[src/rtl/snapshot_bram_reader.sv]
// snapshot_bram_reader
// Playback engine for a CPU-loaded snapshot BRAM. Reads port A and streams
// len words as a valid/ready beat stream, once or looping until stopped.
// A 2-entry skid buffer absorbs the 1-cycle BRAM read latency, so the stream
// sustains one beat per cycle and never drops a word under backpressure.
// Optional feature: define SNAPSHOT_READER_CKSUM_EN to build the running
// checksum; otherwise cksum is tied to 0.
module snapshot_bram_reader #(
    parameter int DATA_W = 128,
    parameter int ADDR_W = 12
) (
    input  logic              clk,
    input  logic              rst_n,
    input  logic              start,
    input  logic              stop,
    input  logic [ADDR_W:0]   len,
    input  logic              loop_en,
    output logic              bram_en_a,
    output logic [ADDR_W-1:0] bram_addr,
    input  logic [DATA_W-1:0] bram_rd_data,
    output logic [DATA_W-1:0] out_data,
    output logic              out_valid,
    input  logic              out_ready,
    output logic              out_last,
    output logic              busy,
    output logic              done,
    output logic [31:0]       cksum
);

    typedef enum logic [1:0] {IDLE, RUN, DRAIN} state_t;

    localparam logic [ADDR_W:0]   MAX_LEN  = {1'b1, {ADDR_W{1'b0}}};
    localparam logic [ADDR_W:0]   CNT_ONE  = {{ADDR_W{1'b0}}, 1'b1};
    localparam logic [ADDR_W-1:0] ADDR_ONE = {{(ADDR_W-1){1'b0}}, 1'b1};

    state_t              state_q, state_d;
    logic [ADDR_W-1:0]   rd_addr_q;
    logic [ADDR_W:0]     rd_cnt_q;
    logic [ADDR_W:0]     len_q;
    logic                loop_q;
    logic                inflight_q;
    logic                inflight_last_q;
    logic [DATA_W-1:0]   buf_data_q [2];
    logic                buf_last_q [2];
    logic                buf_rd_ptr_q;
    logic                buf_wr_ptr_q;
    logic [1:0]          buf_cnt_q;
    logic                busy_q;
    logic                done_q;

    logic [ADDR_W:0]     len_clamped;
    logic                accept;
    logic [1:0]          occupancy;
    logic                issue;
    logic                issue_last;
    logic                buf_empty;
    logic                beat;
    logic                push;
    logic                pop;
    logic                done_d;

    assign busy = busy_q;
    assign done = done_q;

    // Next-state logic, read issue and stream output selection.
    always_comb begin
        // NOTE: every signal gets its default before any branch, so no path can infer a latch.
        state_d     = state_q;
        len_clamped = (len > MAX_LEN) ? MAX_LEN : len;
        accept      = (state_q == IDLE) && !busy_q && start && !stop;
        done_d      = accept && (len_clamped == '0);
        occupancy   = buf_cnt_q + {1'b0, inflight_q};
        issue       = (state_q == RUN) && !stop && (occupancy < 2'd2);
        issue_last  = (rd_cnt_q == len_q - CNT_ONE);
        buf_empty   = (buf_cnt_q == 2'd0);
        bram_en_a   = issue;
        bram_addr   = rd_addr_q;

        // Oldest word is the buffer head; with an empty buffer the BRAM
        // output passes straight through, which removes a cycle of latency.
        out_valid = !buf_empty || inflight_q;
        out_data  = '0;
        out_last  = 1'b0;
        if (!buf_empty) begin
            out_data = buf_data_q[buf_rd_ptr_q];
            out_last = buf_last_q[buf_rd_ptr_q];
        end else if (inflight_q) begin
            out_data = bram_rd_data;
            out_last = inflight_last_q;
        end

        beat = out_valid && out_ready;
        push = inflight_q && !(buf_empty && out_ready);
        pop  = beat && !buf_empty;

        case (state_q)
            IDLE: begin
                if (accept && (len_clamped != '0)) state_d = RUN;
            end
            RUN: begin
                if (stop)                                    state_d = IDLE;
                else if (issue && issue_last && !loop_q)     state_d = DRAIN;
            end
            DRAIN: begin
                if (stop) begin
                    state_d = IDLE;
                end else if (beat && out_last) begin
                    state_d = IDLE;
                    done_d  = 1'b1;
                end
            end
            default: state_d = IDLE;
        endcase
    end

    // FSM state register.
    always_ff @(posedge clk) begin
        // NOTE: sequential state uses non-blocking assignments so every flop samples pre-edge values.
        if (!rst_n) state_q <= IDLE;
        else        state_q <= state_d;
    end

    // Read counters, in-flight tracking, skid-buffer occupancy and status flags.
    always_ff @(posedge clk) begin
        if (!rst_n) begin
            rd_addr_q       <= '0;
            rd_cnt_q        <= '0;
            len_q           <= '0;
            loop_q          <= 1'b0;
            inflight_q      <= 1'b0;
            inflight_last_q <= 1'b0;
            buf_rd_ptr_q    <= 1'b0;
            buf_wr_ptr_q    <= 1'b0;
            buf_cnt_q       <= 2'd0;
            busy_q          <= 1'b0;
            done_q          <= 1'b0;
        end else begin
            if (accept) begin
                rd_addr_q <= '0;
                rd_cnt_q  <= '0;
                len_q     <= len_clamped;
                loop_q    <= loop_en;
            end else if (issue) begin
                rd_addr_q <= (issue_last && loop_q) ? '0 : rd_addr_q + ADDR_ONE;
                rd_cnt_q  <= issue_last ? '0 : rd_cnt_q + CNT_ONE;
            end

            // A stop blocks issue, so the in-flight word is dropped here too.
            inflight_q      <= issue;
            inflight_last_q <= issue && issue_last;

            if (stop) begin
                buf_rd_ptr_q <= 1'b0;
                buf_wr_ptr_q <= 1'b0;
                buf_cnt_q    <= 2'd0;
            end else begin
                if (push) buf_wr_ptr_q <= ~buf_wr_ptr_q;
                if (pop)  buf_rd_ptr_q <= ~buf_rd_ptr_q;
                case ({push, pop})
                    2'b10:   buf_cnt_q <= buf_cnt_q + 2'd1;
                    2'b01:   buf_cnt_q <= buf_cnt_q - 2'd1;
                    default: buf_cnt_q <= buf_cnt_q;
                endcase
            end

            // busy spans the done cycle so a start there is still ignored.
            if (accept && (len_clamped != '0)) busy_q <= 1'b1;
            else if (stop || done_q)           busy_q <= 1'b0;

            done_q <= done_d;
        end
    end

    // Skid-buffer storage; the occupancy count alone says which entries are live.
    always_ff @(posedge clk) begin
        // NOTE: data storage is deliberately not reset; emptying the buffer only needs the count cleared.
        if (push) begin
            buf_data_q[buf_wr_ptr_q] <= bram_rd_data;
            buf_last_q[buf_wr_ptr_q] <= inflight_last_q;
        end
    end

`ifdef SNAPSHOT_READER_CKSUM_EN
    localparam int LANES = DATA_W / 32;

    logic [31:0] lane_sum;
    logic [31:0] cksum_q;

    // Sum of the 32-bit lanes of the word currently presented.
    always_comb begin
        lane_sum = '0;
        for (int i = 0; i < LANES; i++) begin
            lane_sum = lane_sum + out_data[i*32 +: 32];
        end
    end

    // Running checksum over transferred beats only.
    always_ff @(posedge clk) begin
        if (!rst_n)      cksum_q <= '0;
        else if (accept) cksum_q <= '0;
        else if (beat)   cksum_q <= cksum_q + lane_sum;
    end

    assign cksum = cksum_q;
`else
    assign cksum = '0;
`endif

endmodule

[config.mk]
export PLATFORM = sky130hd
export DESIGN_NAME = snapshot_bram_reader
export DESIGN_NICKNAME = d
export VERILOG_FILES = /design/src/rtl/snapshot_bram_reader.sv
export SDC_FILE = /design/constraint.sdc
export NUM_CORES = 1
export LEC_CHECK = 0
export CORE_ASPECT_RATIO = 1.5
export CORE_MARGIN = 4
export CORE_UTILIZATION = 45
export CTS_CLUSTER_SIZE = 14
export DETAILED_ROUTE_END_ITERATION = 10
export HOLD_SLACK_MARGIN = 0.12
export PLACE_DENSITY = 0.77
export SLEW_MARGIN = 20
export SYNTH_ARGS = -nofsm -noshare
export SYNTH_HDL_FRONTEND = slang
export SYNTH_SLANG_ARGS = --single-unit
[constraint.sdc]
create_clock -name clk -period 8.3 [get_ports clk]
set_clock_uncertainty 0.1 [all_clocks]
set_input_delay 1.66 -clock clk [delete_from_list [all_inputs] [get_ports clk]]
set_output_delay 1.66 -clock clk [all_outputs]
set_load 0.02 [all_outputs]
==> results of run 1 <==
## power by group
| part | internal, mW | total [mW] | switching (mW) |
|---|---|---|---|
| sequential | 1.68 | 1.69 | 0.00712 |
| combinational | 0.0970 | 0.193 | 0.0964 |
| clock | 0.866 | 1.41 | 0.539 |
## through the flow
step | hold slack [ns] | worst slack [ns]
after floorplan | 0.326 | 0.392
after global placement | 0.334 | 2.66
after detailed placement | 0.357 | 2.64
after CTS | 0.371 | 2.61
after global routing | 0.387 | 2.40
final | 0.376 | 2.56
## cells in the final DEF (no fill, tap or decap), types with 4 or more instances in the layout
cell type / n
or4_1: 4
bufinv_16: 4
dfxtp_1: 48
inv_1: 8
xor2_1: 15
buf_4: 6
clkbuf_1: 4
o21ai_0: 141
nor4_1: 4
and3_1: 11
xnor2_1: 18
nor2_1: 30
nand2_1: 24
clkdlybuf4s50_1: 291
clkbuf_16: 30
nand3b_1: 6
nand3_1: 143
a21oi_1: 12
nand4_1: 9
conb_1: 32
and2_1: 4
nor3_1: 10
nor3_2: 9
edfxtp_1: 258
a22o_1: 7
mux2i_1: 131
ha_1: 4
or3_1: 4
clkbuf_8: 9
## cell usage after synthesis, types with 10 or more instances
cell / n
a21oi_1: 12
and3_1: 12
buf_4: 33
clkbuf_1: 55
dfxtp_1: 50
edfxtp_1: 258
mux2i_1: 131
nand2_1: 24
nand3_1: 143
nor2_1: 32
nor3_1: 10
o21ai_0: 141
xnor2_1: 18
xor2_1: 15
## registers in the layout (all words and copies together) (netlist names), named ones only
name,count
loop_q,1
state_q,2
buf_last_q,2
bram_addr,12
buf_rd_ptr_q,1
rd_cnt_q,13
done,1
busy,1
inflight_last_q,1
buf_cnt_q,2
buf_data_q,256
len_q,13
inflight_q,1
buf_wr_ptr_q,1
## cell type report
cell class	count	area, um^2	share of cell area
well taps	395	494	0.0281
repair buffers	300	3020	0.171
inverters	9	33.8	0.00192
diodes	1	2.50	0.000142
flip-flops and latches	308	8760	0.498
clock buffers	45	900	0.0511
multi-input cells	655	4250	0.242
clock inverters	8	143	0.00811
## path summary, 6_finish.rpt
path                         to  cells past startpoint
setup / recovery      bram_en_a                      5
setup reg to reg   rd_cnt_q[12]                      8
hold reg to reg   buf_last_q[0]                      0
hold / removal    buf_last_q[0]                      0
## metal layers
layer / global-route usage / wire, um
met1: 0.221 / 12100
met2: 0.338 / 16800
met5: 0 / 0
met4: 0.0632 / 965
met3: 0.0376 / 2240
## cells by family after synthesis
family          synth area share
xor+xnor                  0.0215
buf+inv                   0.0411
mux                       0.0977
simple gates               0.111
flops                      0.652
fa+ha+maj                0.00373
other cells             0.000280
compound gates            0.0724
==> flow_metrics.env, run 1 <==
export IMPL_status="completed"
export IMPL_gr_total_overflow=0
export IMPL_async_flop_share=0
export IMPL_setup_viol=0
export IMPL_synth_area_mm2=0.0134
export IMPL_fill_cells=2353
export IMPL_h_tree_depth=1
export IMPL_power_total_mw=3.29
export IMPL_tns_ns=0
export IMPL_syn_inst=1041
export IMPL_max_slew_margin=0.329
export IMPL_critPathSlowestCell="clkdlybuf4s50_1"
export IMPL_grt_max_degree=261
export IMPL_holdBufCountCts=0
export IMPL_routed_via_density=5.32
export IMPL_core_area_mm2=0.0295
export IMPL_cts_made_buffers=29
export IMPL_grt_antenna_before_repair=1
export IMPL_max_cap_violations=0
export IMPL_dieArea_mm2=0.0327
export IMPL_place_area_mm2=0.0165
export IMPL_clock_latency_ns=0.53
export IMPL_path_cells="clkdlybuf4s50_1, nor3b_1, o21ai_0, inv_1, clkdlybuf4s50_1"
export IMPL_ys_flop_type="edfxtp_1"
export IMPL_finalHoldViolCount=0
export IMPL_yosysSeqAreaShare=0.652
export IMPL_cts_sinks=308
export IMPL_max_clock_freq_mhz=174
export IMPL_crit_arrival_ns=3.98
export IMPL_synthDistinctLibCells=51
export IMPL_drive_gt1_frac=0.0589
export IMPL_dieHeight_um=219
export IMPL_ys_seq_elements=308
export IMPL_start_kind="input port"
export IMPL_hpwl_um=21100
export IMPL_yosysTopAreaCell="edfxtp_1"
export IMPL_grt_pass1_wl_um=49300
export IMPL_die_w_um=149
export IMPL_clk_path_buf_depth=3
export IMPL_synth_edf_count=258
export IMPL_drc=0
export IMPL_place_congestion=0.893
export IMPL_final_core_util=0.597
export IMPL_powerDensity_mw_per_mm2=187
export IMPL_irDropWorstVdd_mv=0.136
export IMPL_drt_iter0_drc=412
export IMPL_required_ns=6.54
export IMPL_wire_per_inst_um=18.7
export IMPL_fin_cells=1721
export IMPL_synth_warnings=0
export IMPL_grtUsageTotal=0.187
export IMPL_final_nets=1454
export IMPL_worstSetupPathType="input port to primary output"
export IMPL_dp_cells=1666
export IMPL_period_needed_ns=5.74
export IMPL_cpLargestDelayFamily="buffers and inverters"
export IMPL_timing_final_crit_share=0.691
export IMPL_ios=324
export IMPL_port_buffers=291
export IMPL_stdcell_area_mm2=0.0176
export IMPL_slowest_delay_ns=0.69
export IMPL_first_pass_iters=4
export IMPL_tightestPinTransition_ns=1.00
export IMPL_ant_nets=0
export IMPL_post_cts_resized=0
export IMPL_drt_wl_total_um=32100
export IMPL_rsz0062_at_grt="no"
export IMPL_cts_clk_slew_worst_paths_ns=0.06
export IMPL_critPathMaxFanout=13
export IMPL_min_from="inflight_last_q"
export IMPL_synth_avg_cell_area_um2=12.9
export IMPL_post_cts_setup_buffer_count=0
export IMPL_cts_tree="done"
export IMPL_num_rows=77
export IMPL_num_vias=9155
export IMPL_cts_root_buf="clkbuf_16"
export IMPL_start_util=0.455
export IMPL_cp_buffers_inverters=3
export IMPL_holdCritPathClass="register to register"
export IMPL_worstReg2RegStart="inflight_q"
export IMPL_cp_end_kind="primary output"
export IMPL_syn_to_final_growth_pct=31.2
export IMPL_slew_viol_final=0
export IMPL_crit_top_cell="clkdlybuf4s50_1"
export IMPL_synth_top_area_share=0.577
export IMPL_p_leak_nw=5.56
export IMPL_first_global_vias=9219
export IMPL_rrSetupSlack_ns=5.06
export IMPL_cp_startpoint="stop"
export IMPL_synth_area_top_cells="edfxtp_1 58%, mux2i_1 9.8%, dfxtp_1 7.5%"
Power figures use the tool's default switching activity.
==> inputs of run 2 (changes only) <==
Settings changed: CORE_UTILIZATION 45 to 50, PLACE_DENSITY 0.77 to 0.81.
Clock period 8.3 ns to 5.9 ns, I/O delays scaled along.
==> run 2 against run 1 <==
Net effect:
- die area fell by 9.6%
- critical path type unchanged
- non-clock buffer count up 1
- sequential power rose by 40%
==> flow_metrics.env, run 2 (synthesized netlist as in run 1, its figures left out) <==
export IMPL_grt_pass1_wl_um=49400
export IMPL_clk_path_buf_depth=3
export IMPL_core_area_mm2=0.0265
export IMPL_powerDensity_mw_per_mm2=255
export IMPL_finalHoldViolCount=0
export IMPL_cts_tree="done"
export IMPL_post_cts_setup_buffer_count=0
export IMPL_setup_viol=0
export IMPL_regArea_mm2=0.00876
export IMPL_routed_via_density=5.52
export IMPL_dieArea_mm2=0.0296
export IMPL_start_util=0.507
export IMPL_first_pass_iters=4
export IMPL_crit_arrival_ns=3.38
export IMPL_tns_ns=0
export IMPL_power_total_mw=4.44
export IMPL_rsz0062_at_grt="no"
export IMPL_cts_sinks=308
export IMPL_h_tree_depth=1
export IMPL_max_clock_freq_mhz=215
export IMPL_ios=324
export IMPL_layout_commonest_cell="clkdlybuf4s50_1"
export IMPL_cts_clk_slew_worst_paths_ns=0.07
export IMPL_crit_top_cell="clkdlybuf4s50_1"
export IMPL_cp_end_kind="primary output"
export IMPL_layout_common_cells="291 x clkdlybuf4s50_1, 258 x edfxtp_1, 143 x nand3_1, 140 x o21ai_0, 131 x mux2i_1"
export IMPL_clock_latency_ns=0.54
export IMPL_holdCritPathClass="register to register"
export IMPL_fill_cells=1958
export IMPL_reg2reg_depth=4
export IMPL_wl_met2_um=17200
export IMPL_post_cts_resized=0
export IMPL_critPathSlowestCell="clkdlybuf4s50_1"
export IMPL_wl_met3_um=1880
export IMPL_irDropWorstVdd_mv=0.228
export IMPL_drive_gt1_frac=0.0522
export IMPL_start_kind="input port"
export IMPL_largest_registers="buf_data_q: 256 flops, len_q: 13 flops, rd_cnt_q: 13 flops"
export IMPL_wire_per_inst_um=19.1
export IMPL_p_leak_nw=5.50
export IMPL_stdcell_area_mm2=0.0174
export IMPL_place_area_mm2=0.0165
export IMPL_whs_path_depth=0
export IMPL_hpwl_um=21200
export IMPL_status="completed"
export IMPL_ant_nets=0
export IMPL_final_nets=1454
export IMPL_grt_antenna_before_repair=3
export IMPL_num_rows=73
export IMPL_max_slew_margin=0.354
export IMPL_drc=0
export IMPL_top_register="buf_data_q"
export IMPL_period_needed_ns=4.66
export IMPL_syn_to_final_growth_pct=29.8
export IMPL_holdBufCountCts=0
export IMPL_drt_wl_total_um=31800
export IMPL_first_global_vias=9258
export IMPL_die_w_um=142
export IMPL_worstSetupPathType="input port to primary output"
export IMPL_max_cap_violations=0
export IMPL_required_ns=4.62
export IMPL_critPathMaxFanout=13
export IMPL_dieHeight_um=209
export IMPL_tightestPinTransition_ns=0.964
export IMPL_multi_input_area_mm2=0.00425
export IMPL_largest_reg_flops=256
export IMPL_gr_total_overflow=0
export IMPL_num_vias=9174
export IMPL_dr_max_layer_used="met4"
export IMPL_port_buffers=291
export IMPL_slew_viol_final=0
export IMPL_place_congestion=0.909
export IMPL_cts_made_buffers=28
export IMPL_grtUsageTotal=0.208
export IMPL_wl_met1_um=11500
export IMPL_slowest_delay_ns=0.70
export IMPL_cts_root_buf="clkbuf_16"
export IMPL_timing_final_crit_share=0.789
export IMPL_drt_iter0_drc=509
export IMPL_path_cells="clkdlybuf4s50_1, nor3b_1, o21ai_1, inv_1, clkdlybuf4s50_1"
export IMPL_grt_max_degree=123
==> run 2: changes by cell type in the layout (fill, tap and decap cells not counted), sizes merged <==
| cell | delta |
|---|---|
| buf | +1 |
| clkinv | +3 |
| clkbuf | -6 |
| diode | +2 |
| bufinv | -1 |
==> run 2: per-layer routing <==
metal  vias to the layer above  GRT usage
met5                         -          0
met4                         0     0.0772
met3                        77     0.0286
met2                       309      0.383
met1                      4387      0.245
li1                       4401          -
==> run 2: final cells by class <==
cell class / instances / share of cell area
antenna: 3 / 0.000431
clock buffer: 39 / 0.0450
clock inverter: 10 / 0.00704
inverter: 9 / 0.00194
multi-input combinational: 655 / 0.244
sequential: 308 / 0.503
tap: 337 / 0.0242
timing repair buffer: 301 / 0.174
==> run 2: final timing paths <==
| kind | slack [ns] | end | from |
|---|---|---|---|
| worst max-delay path | 1.24 | bram_en_a | stop |
| worst min-delay path | 0.38 | buf_last_q[1] | inflight_last_q |
| worst max register to register | 2.37 | buf_data_q[0][63] | inflight_q |
| worst min register to register | 0.38 | buf_last_q[1] | inflight_last_q |
==> run 2: power breakdown <==
| part | leakage (nW) | total (mW) | switching (mW) | internal [mW] |
|---|---|---|---|---|
| clock network | 0.442 | 1.79 | 0.742 | 1.05 |
| logic | 2.33 | 0.269 | 0.132 | 0.136 |
| registers | 2.72 | 2.37 | 0.0107 | 2.36 |
==> run 2: per-stage QoR <==
step,worst slack [ns],instances,utilization,hold slack [ns]
2_1_floorplan,0.649,1072,-,0.326
3_3_place_gp,1.19,1610,0.623,0.330
3_5_place_dp,1.09,1610,0.623,0.346
4_1_cts,0.939,1659,0.657,0.365
5_1_grt,1.13,1662,0.657,0.372
6_report,1.24,1662,0.657,0.375
==> run 2: critical path: cells and delay by family <==
family	cells	cell delay, ns
compound gates	1	0.34
simple gates	1	0.30
buf+inv	3	1.56
==> inputs of run 3 (changes only) <==
Clock period 5.9 ns to 4.4 ns, I/O delays scaled along.
==> run 3 against run 2 <==
Net effect:
- flip-flop and latch count unchanged
- critical path depth stayed put
- wire length rose by 2.0%
- register-to-register slack worse by 0.80 ns
- via count is 1.2% higher
- largest power group unchanged
- design area grew 0.38%
- non-clock buffer count rose by 10
- sequential share of layout area is 0.19 points lower
- highest routed layer unchanged
- sequential power is 34% higher
- utilization grew 0.25 points
- cell count rose by 0.84%
==> flow_metrics.env, run 3 (synthesized netlist as in run 1, its figures left out) <==
export IMPL_status="completed"
export IMPL_tightestPinTransition_ns=1.02
export IMPL_port_buffers=291
export IMPL_start_kind="register"
export IMPL_layout_common_cells="291 x clkdlybuf4s50_1, 258 x edfxtp_1, 143 x nand3_1, 141 x o21ai_0, 131 x mux2i_1"
export IMPL_top_register="buf_data_q"
export IMPL_num_vias=9285
export IMPL_rsz0062_at_grt="no"
export IMPL_num_rows=73
export IMPL_tns_ns=0
export IMPL_fin_cells=1676
export IMPL_cts_made_buffers=28
export IMPL_dieArea_mm2=0.0296
export IMPL_regArea_mm2=0.00876
export IMPL_drt_iter0_drc=500
export IMPL_setup_viol=0
export IMPL_required_ns=3.42
export IMPL_max_slew_margin=0.313
export IMPL_final_core_util=0.660
export IMPL_p_leak_nw=5.52
export IMPL_r2r_end="bram_addr[7]"
export IMPL_gr_total_overflow=0
export IMPL_routed_via_density=5.54
export IMPL_multi_input_area_mm2=0.00425
export IMPL_holdCritPathClass="register to register"
export IMPL_dr_max_layer_used="met4"
export IMPL_place_congestion=0.857
export IMPL_hold_end="buf_last_q[1]"
export IMPL_timing_final_crit_share=0.896
export IMPL_core_area_mm2=0.0265
export IMPL_cts_sinks=308
export IMPL_slew_viol_final=0
export IMPL_post_cts_setup_buffer_count=0
export IMPL_dieHeight_um=209
export IMPL_fill_cells=1971
export IMPL_min_from="inflight_last_q"
export IMPL_whs_path_depth=0
export IMPL_wl_met1_um=11800
export IMPL_cts_clk_slew_worst_paths_ns=0.07
export IMPL_final_nets=1464
export IMPL_start_util=0.507
export IMPL_ios=324
export IMPL_largest_reg_flops=256
export IMPL_first_global_vias=9343
export IMPL_largest_registers="buf_data_q: 256 flops, len_q: 13 flops, rd_cnt_q: 13 flops"
export IMPL_first_pass_iters=5
export IMPL_dp_cells=1620
export IMPL_max_clock_freq_mhz=254
export IMPL_cts_tree="done"
export IMPL_crit_arrival_ns=2.96
export IMPL_place_area_mm2=0.0167
export IMPL_critPathMaxFanout=62
export IMPL_reg2reg_depth=8
export IMPL_hold_slack_ns=0.368
export IMPL_setup_slack_ns=0.460
export IMPL_grt_pass1_wl_um=49500
export IMPL_cp_end_kind="primary output"
export IMPL_max_cap_violations=0
export IMPL_drt_wl_total_um=32400
export IMPL_pre_cts_slack_ns=0.790
export IMPL_irDropWorstVdd_mv=0.362
export IMPL_grt_max_degree=70
export IMPL_cts_root_buf="clkbuf_16"
export IMPL_drive_gt1_frac=0.0555
export IMPL_grtUsageTotal=0.208
export IMPL_drc=0
export IMPL_layout_commonest_cell="clkdlybuf4s50_1"
export IMPL_hpwl_um=22300
export IMPL_grt_antenna_before_repair=5
export IMPL_holdBufCountCts=0
export IMPL_die_w_um=142
export IMPL_h_tree_depth=1
export IMPL_wl_met3_um=1780
export IMPL_wl_met2_um=17700
export IMPL_post_cts_resized=0
export IMPL_stdcell_area_mm2=0.0175
export IMPL_powerDensity_mw_per_mm2=328
export IMPL_syn_to_final_growth_pct=30.3
export IMPL_period_needed_ns=3.94
export IMPL_clk_path_buf_depth=3
export IMPL_worstSetupPathType="register to primary output"
export IMPL_wire_per_inst_um=19.3
export IMPL_ant_nets=0
export IMPL_finalHoldViolCount=0
export IMPL_worstReg2RegStart="len_q[0]"
export IMPL_clock_latency_ns=0.53
export IMPL_rrSetupSlack_ns=1.57
export IMPL_power_total_mw=5.74
## run 3: critical path: stages, from the launching register on
cell             delay (ns)
dfxtp_1                0.39
nor2_4                 0.77
buf_12                 0.32
nand3_1                0.10
o21ai_0                0.15
clkdlybuf4s50_1        0.67
## run 3: worst max-delay path by stage
stage / start / to / slack (ns) / depth (start not counted)
final: buf_cnt_q[0] / out_data[113] / 0.46 / 5
after global routing: buf_cnt_q[0] / out_data[39] / 0.27 / 5
after CTS: buf_cnt_q[0] / out_data[125] / 0.42 / 5
after detailed placement: stop / bram_en_a / 0.79 / 6
after global placement: stop / bram_en_a / 0.83 / 6
after floorplan: buf_cnt_q[0] / buf_data_q[0][0] / 0.83 / 6
## run 3: per-layer routing
metal | vias up | GRT usage
met5 | - | 0
met4 | 0 | 0.0854
met3 | 66 | 0.0337
met2 | 309 | 0.386
met1 | 4487 | 0.234
li1 | 4423 | -
## run 3: cell type report
| class | instances | area share |
|---|---|---|
| inverters | 9 | 0.00193 |
| well taps | 337 | 0.0241 |
| diodes | 5 | 0.000716 |
| clock buffers | 38 | 0.0434 |
| multi-input cells | 655 | 0.243 |
| clock inverters | 13 | 0.00329 |
| flip-flops and latches | 308 | 0.501 |
| repair buffers | 311 | 0.182 |
## run 3: power breakdown
| part | internal (mW) | switching [mW] | total (mW) |
|---|---|---|---|
| registers | 3.17 | 0.0125 | 3.18 |
| logic | 0.186 | 0.184 | 0.370 |
| clock network | 1.20 | 0.983 | 2.18 |
